<file path="src/rtl/pipeline_hazard_ctrl.sv">
// -----------------------------------------------------------------------------
// pipeline_hazard_ctrl
//
// Purpose
//   Hazard sequencer for the IF/ID pipeline register and the PC of a 5-stage
//   MIPS core. It inserts a single bubble on a load-use hazard, and it flushes
//   IF/ID on a taken branch or jump resolved in ID. While data memory is busy,
//   it freezes the whole pipe. A watchdog latches a sticky error if memory stays
//   busy for too long. Saturating performance counters track stall and flush
//   cycles.
//
// Parameters
//   CNT_W        width of the stall/flush performance counters
//   MEM_TIMEOUT  consecutive busy cycles tolerated before ERROR (>= 1)
//
// Ports
//   clk_i          clock, rising edge
//   rst_i          synchronous active-high reset
//   id_rs_i        rs field of the instruction in ID
//   id_rt_i        rt field of the instruction in ID
//   id_uses_rt_i   ID instruction reads rt as a source
//   ex_memread_i   instruction in EX is a load
//   ex_rt_i        destination rt of the load in EX
//   branch_taken_i taken branch resolved in ID
//   jump_i         jump decoded in ID
//   mem_busy_i     data memory not ready this cycle
//   pc_write_o     PC load enable
//   if_id_write_o  IF/ID load enable
//   if_id_flush_o  IF/ID loads a NOP
//   id_ex_bubble_o ID/EX control fields forced to zero
//   pipe_stall_o   freeze ID/EX, EX/MEM and MEM/WB
//   timeout_o      sticky memory-watchdog error
//   stall_cnt_o    cycles with pc_write_o == 0
//   flush_cnt_o    cycles with if_id_flush_o == 1
// -----------------------------------------------------------------------------
module pipeline_hazard_ctrl #(
   parameter int CNT_W       = 16,
   parameter int MEM_TIMEOUT = 255
) (
   input  logic             clk_i,
   input  logic             rst_i,
   input  logic [4:0]       id_rs_i,
   input  logic [4:0]       id_rt_i,
   input  logic             id_uses_rt_i,
   input  logic             ex_memread_i,
   input  logic [4:0]       ex_rt_i,
   input  logic             branch_taken_i,
   input  logic             jump_i,
   input  logic             mem_busy_i,
   output logic             pc_write_o,
   output logic             if_id_write_o,
   output logic             if_id_flush_o,
   output logic             id_ex_bubble_o,
   output logic             pipe_stall_o,
   output logic             timeout_o,
   output logic [CNT_W-1:0] stall_cnt_o,
   output logic [CNT_W-1:0] flush_cnt_o
);

   localparam int WAIT_W = $clog2(MEM_TIMEOUT + 1);

   typedef enum logic [1:0] {
      ST_RUN      = 2'd0,
      ST_MEM_WAIT = 2'd1,
      ST_ERROR    = 2'd2
   } state_t;

   state_t            state_q, state_d;
   logic [WAIT_W-1:0] wait_cnt_q, wait_cnt_d;
   logic              timeout_q, timeout_d;
   logic [CNT_W-1:0]  stall_cnt_q, stall_cnt_d;
   logic [CNT_W-1:0]  flush_cnt_q, flush_cnt_d;

   logic load_use;

   // Register 0 is hard-wired to zero, so a load targeting it can never
   // create a real dependency.
   assign load_use = ex_memread_i && (ex_rt_i != 5'd0) &&
                     ((ex_rt_i == id_rs_i) ||
                      (id_uses_rt_i && (ex_rt_i == id_rt_i)));

   // Mealy control outputs. MEM_WAIT with memory ready behaves exactly like
   // RUN, so only ERROR and mem_busy_i select the frozen behaviour. A branch
   // seen while busy is ignored here; ID is frozen, so it is seen again later.
   always_comb begin
      pc_write_o     = 1'b1;
      if_id_write_o  = 1'b1;
      if_id_flush_o  = 1'b0;
      id_ex_bubble_o = 1'b0;
      pipe_stall_o   = 1'b0;
      if (rst_i) begin
         pc_write_o     = 1'b0;
         if_id_write_o  = 1'b0;
         if_id_flush_o  = 1'b1;
         id_ex_bubble_o = 1'b1;
      end else if ((state_q == ST_ERROR) || mem_busy_i) begin
         pc_write_o    = 1'b0;
         if_id_write_o = 1'b0;
         pipe_stall_o  = 1'b1;
      end else if (load_use) begin
         // A simultaneous branch is deferred: ID holds, so it is retried.
         pc_write_o     = 1'b0;
         if_id_write_o  = 1'b0;
         id_ex_bubble_o = 1'b1;
      end else if (branch_taken_i || jump_i) begin
         if_id_flush_o = 1'b1;
      end
   end

   // Next-state logic for the memory-wait watchdog FSM.
   always_comb begin
      state_d    = state_q;
      wait_cnt_d = wait_cnt_q;
      timeout_d  = timeout_q;
      case (state_q)
         ST_RUN: begin
            if (mem_busy_i) begin
               state_d    = ST_MEM_WAIT;
               wait_cnt_d = WAIT_W'(1);
            end
         end
         ST_MEM_WAIT: begin
            if (mem_busy_i) begin
               if (wait_cnt_q == WAIT_W'(MEM_TIMEOUT)) begin
                  // Hold the count here so it never overflows its width.
                  state_d   = ST_ERROR;
                  timeout_d = 1'b1;
               end else begin
                  wait_cnt_d = wait_cnt_q + WAIT_W'(1);
               end
            end else begin
               state_d    = ST_RUN;
               wait_cnt_d = '0;
            end
         end
         ST_ERROR: begin
            state_d   = ST_ERROR;
            timeout_d = 1'b1;
         end
         default: begin
            state_d    = ST_RUN;
            wait_cnt_d = '0;
         end
      endcase
   end

   // Saturating performance counters. Reset cycles are never counted,
   // because the reset branch below overrides these next values.
   always_comb begin
      stall_cnt_d = stall_cnt_q;
      flush_cnt_d = flush_cnt_q;
      if (!pc_write_o && (stall_cnt_q != {CNT_W{1'b1}}))
         stall_cnt_d = stall_cnt_q + CNT_W'(1);
      if (if_id_flush_o && (flush_cnt_q != {CNT_W{1'b1}}))
         flush_cnt_d = flush_cnt_q + CNT_W'(1);
   end

   always_ff @(posedge clk_i) begin
      if (rst_i) begin
         state_q     <= ST_RUN;
         wait_cnt_q  <= '0;
         timeout_q   <= 1'b0;
         stall_cnt_q <= '0;
         flush_cnt_q <= '0;
      end else begin
         state_q     <= state_d;
         wait_cnt_q  <= wait_cnt_d;
         timeout_q   <= timeout_d;
         stall_cnt_q <= stall_cnt_d;
         flush_cnt_q <= flush_cnt_d;
      end
   end

   assign timeout_o   = timeout_q;
   assign stall_cnt_o = stall_cnt_q;
   assign flush_cnt_o = flush_cnt_q;

endmodule
</file>
<file path="config.mk">
export PLATFORM = sky130hd
export DESIGN_NAME = pipeline_hazard_ctrl
export DESIGN_NICKNAME = d
export VERILOG_FILES = /design/src/rtl/pipeline_hazard_ctrl.sv
export SDC_FILE = /design/constraint.sdc
export NUM_CORES = 1
export LEC_CHECK = 0
export ABC_AREA = 1
export CORE_MARGIN = 5
export CORE_UTILIZATION = 46
export CTS_BUF_LIST = sky130_fd_sc_hd__clkbuf_16
export DETAILED_ROUTE_END_ITERATION = 8
export HOLD_SLACK_MARGIN = 0.02
export PLACE_DENSITY_LB_ADDON = 0.3
export SLEW_MARGIN = 15
export SYNTH_ARGS = -nofsm -noshare
export SYNTH_HDL_FRONTEND = slang
export SYNTH_SLANG_ARGS = --single-unit
export TNS_END_PERCENT = 1
</file>
<file path="constraint.sdc">
create_clock -name clk_i -period 1.7 [get_ports clk_i]
set_input_delay 0.34 -clock clk_i [delete_from_list [all_inputs] [get_ports clk_i]]
set_output_delay 0.34 -clock clk_i [all_outputs]
set_load 0.01 [all_outputs]
</file>
==> flow_metrics.env <==
export IMPL_p_leak_nw=1.67
export IMPL_power_frac_clock_pct=47.0
export IMPL_tritoncts="yes"
export IMPL_grt_pass1_wl_um=12500
export IMPL_crit_buf_inv=3
export IMPL_max_clock_path_buffers=2
export IMPL_ctsRootBufferMaster="clkbuf_16"
export IMPL_netlist_instances=423
export IMPL_cp_end_kind="output port"
export IMPL_max_slew_margin_pct=80.9
export IMPL_p_per_area_nw_per_um2=676
export IMPL_place_ws_ns=-0.846
export IMPL_critical_path_class="input pin to output port"
export IMPL_grt_ovfl_total=0
export IMPL_start_util_pct=47.9
export IMPL_power_mw=2.61
export IMPL_min_from="wait_cnt_q[7]"
export IMPL_die_w_um=86.2
export IMPL_drive_gt1_share_pct=20.0
export IMPL_slowest_delay_ns=0.22
export IMPL_synth_edf_count=0
export IMPL_setup_ws_ns=0.0345
export IMPL_ys_types=27
export IMPL_drt_iter0_drc=147
export IMPL_avgSynthCellArea_um2=6.31
export IMPL_post_route_min_period_ns=1.67
export IMPL_hold_viol=0
export IMPL_r2r_start="stall_cnt_o[3]"
export IMPL_path_clk_slew_ns=0.06
export IMPL_min_path_cells=2
export IMPL_critical_path_required_ns=1.36
export IMPL_syn_area_um2=2670
export IMPL_netSwitchingFraction_pct=22.3
export IMPL_irDropWorstVdd_mv=0.635
export IMPL_holdPathEnd="wait_cnt_q[7]"
export IMPL_setup_viol=0
export IMPL_routed_wl_um=7250
export IMPL_layout_common_cells="nand2_1, nor2_1, inv_1, buf_4, dfxtp_1"
export IMPL_final_seq_area_um2=867
export IMPL_ys_seq_area_share_pct=32.3
export IMPL_finalMaxSlewViolations=0
export IMPL_async_flop_share_pct=0
export IMPL_cp_cell_sequence="dlygate4sd2_1 -> inv_1 -> nand2_1 -> nand2_1 -> nor2_1 -> nand3_1 -> nand2_2 -> nand2_4 -> nand2_2 -> nand2_2 -> buf_6"
export IMPL_power_share_combinational_pct=13.0
export IMPL_worst_pin_slew_ns=0.286
export IMPL_antenna_found_initial=0
export IMPL_vias=2938
export IMPL_antenna_left=0
export IMPL_multi_input_area_um2=1640
export IMPL_track_usage_pct=20.4
export IMPL_sequentialPowerShare_pct=40.0
export IMPL_routedWlPerCell_um=12.2
export IMPL_portBuffers=59
export IMPL_fin_skew_ns=0.00635
export IMPL_crit_family="simple AND/OR/NAND/NOR gates"
export IMPL_fmax_ghz=0.600
export IMPL_io_pins=60
export IMPL_area_growth_pct=44.4
export IMPL_ys_ff_latch=43
export IMPL_crit_slowest_cell="dlygate4sd2_1"
export IMPL_rsz0062_at_grt="yes"
export IMPL_drt_pass1_iterations=4
export IMPL_drc=0
export IMPL_cap_violations=0
export IMPL_p_sw_mw=0.582
export IMPL_internal_power_mw=2.03
export IMPL_cts_htree_levels=2
export IMPL_core_um2=5570
export IMPL_post_route_period_util_pct=98.0
export IMPL_core_rowCount=27
export IMPL_fill_cells=470
export IMPL_cts_sinks=43
export IMPL_yosysWarnings=0
export IMPL_clk_latency_ns=0.28
export IMPL_n_antenna_cell=0
export IMPL_fp_dieArea_um2=7430
export IMPL_syn_nets=448
export IMPL_final_common_cell="nand2_1"
export IMPL_vias_per_cell=4.95
export IMPL_grt_pass1_vias=2965
export IMPL_start_kind="input pin"
export IMPL_gp_congestion=0.847
export IMPL_cp_common_cell="nand2_2"
export IMPL_dieHeight_um=86.2
export IMPL_final_nets=545
export IMPL_post_dp_hpwl_um=5350
export IMPL_timing_rr_end="stall_cnt_o[0]"
export IMPL_hold_buffers=0
export IMPL_crit_arrival_ns=1.33
export IMPL_path_max_fanout=4
export IMPL_cts_buffers_inserted=5
export IMPL_status="finished, final reports clean"
export IMPL_grt_start_max_net_pins=19
export IMPL_hold_class="register to register"
export IMPL_synth_ff_type="dfxtp_1"
export IMPL_rrSetupSlack_ns=0.10
export IMPL_r2r_cells=9
layer usage:
metal  GRT usage (%)  vias up  share of wire [%]  routed length (µm)
li1                -     1521                  -                   -
met1            23.4     1346                 43                3150
met2            37.6       59                 51                3730
met3            4.28       12                3.6                 264
met4            6.23        0                1.5                 107
met5               0        -                  0                   0
synth_stat cells (3+ instances only):
cell type  instances  area share, %
nor3_1             3           0.56
a21oi_1           12            2.3
inv_1             54            7.6
nor2_1            79             11
clkbuf_1           4           0.56
ha_1               3            1.4
o21ai_0            9            1.7
dfxtp_1           43             32
xnor2_1            7            2.3
a21oi_2           10            3.3
nand4_1           10            2.3
nand2_1          116             16
o21bai_1           4            1.1
nand3_1           37            6.9
xor2_1            12            3.9
buf_2              4           0.75
final cells by class:
class / count / share of cell area, %
Multi-Input combinational cell: 316 / 42.5
Sequential cell: 43 / 22.5
Clock buffer: 5 / 3.25
Timing Repair Buffer: 100 / 22.4
Inverter: 54 / 5.32
Tap cell: 72 / 2.34
Clock inverter: 3 / 1.66
worst min-delay path, delay by kind of cell, from the launching register on:
kind	cells	cell delay, ns
compound gates	1	0.05
flops	1	0.31
simple gates	1	0.06
how the worst max path moves through the flow:
stage,slack [ns],to,start,depth (start not counted)
2_1_floorplan,-0.01,flush_cnt_o[11],flush_cnt_o[1],9
3_5_place_dp,-0.85,id_ex_bubble_o,ex_rt_i[0],10
4_1_cts,0.005,pc_write_o,id_rt_i[1],11
5_1_grt,-0.05,id_ex_bubble_o,id_rt_i[3],10
6_report,0.03,if_id_flush_o,id_rt_i[1],11
3_3_place_gp,-0.76,id_ex_bubble_o,ex_rt_i[4],10
per-stage QoR:
| stage | instances | hold slack [ns] | utilization [%] | cell area, µm² | TNS [ns] |
|---|---|---|---|---|---|
| 2_1_floorplan | 423 | 0.441 | - | 2680 | -0.0103 |
| 3_3_place_gp | 585 | 0.447 | 64.7 | 3610 | -16.51 |
| 3_5_place_dp | 585 | 0.459 | 64.7 | 3610 | -19.81 |
| 4_1_cts | 593 | 0.468 | 68.5 | 3820 | 0 |
| 5_1_grt | 593 | 0.507 | 69.2 | 3850 | -0.194 |
| 6_report | 593 | 0.464 | 69.2 | 3850 | 0 |
kinds of logic (layout without fill, tap and decap cells):
group	count (synthesis)	count (layout)	synth area share, %
xor+xnor	19	19	6.24
compound gates	37	37	8.81
simple gates	257	257	41.5
flops	43	43	32.3
fa+ha+maj	3	3	1.41
buf+inv	64	162	9.75
registers in the layout, summed over array words and instances, names as in the netlist:
name	cells
flush_cnt_o	16
stall_cnt_o	16
wait_cnt_q	8
state_q	2
timeout_o	1
power by group through the flow:
stage	registers, mW	logic (mW)	clock network [mW]
floorplan	1.07	0.152	0
global placement	1.06	0.330	0
detailed placement	1.06	0.337	0
CTS	1.04	0.338	1.25
global route	1.05	0.376	1.30
finish	1.04	0.338	1.22
what timing repair did:
| item | in CTS | in global routing |
|---|---|---|
| pin swaps | 11 | 11 |
| setup endpoints to repair | 42 | 42 |
| setup buffers | 0 | 0 |
| gates resized for setup | 63 | 29 |
| cloned | 0 | 0 |
(Power assumes the default switching activity.)
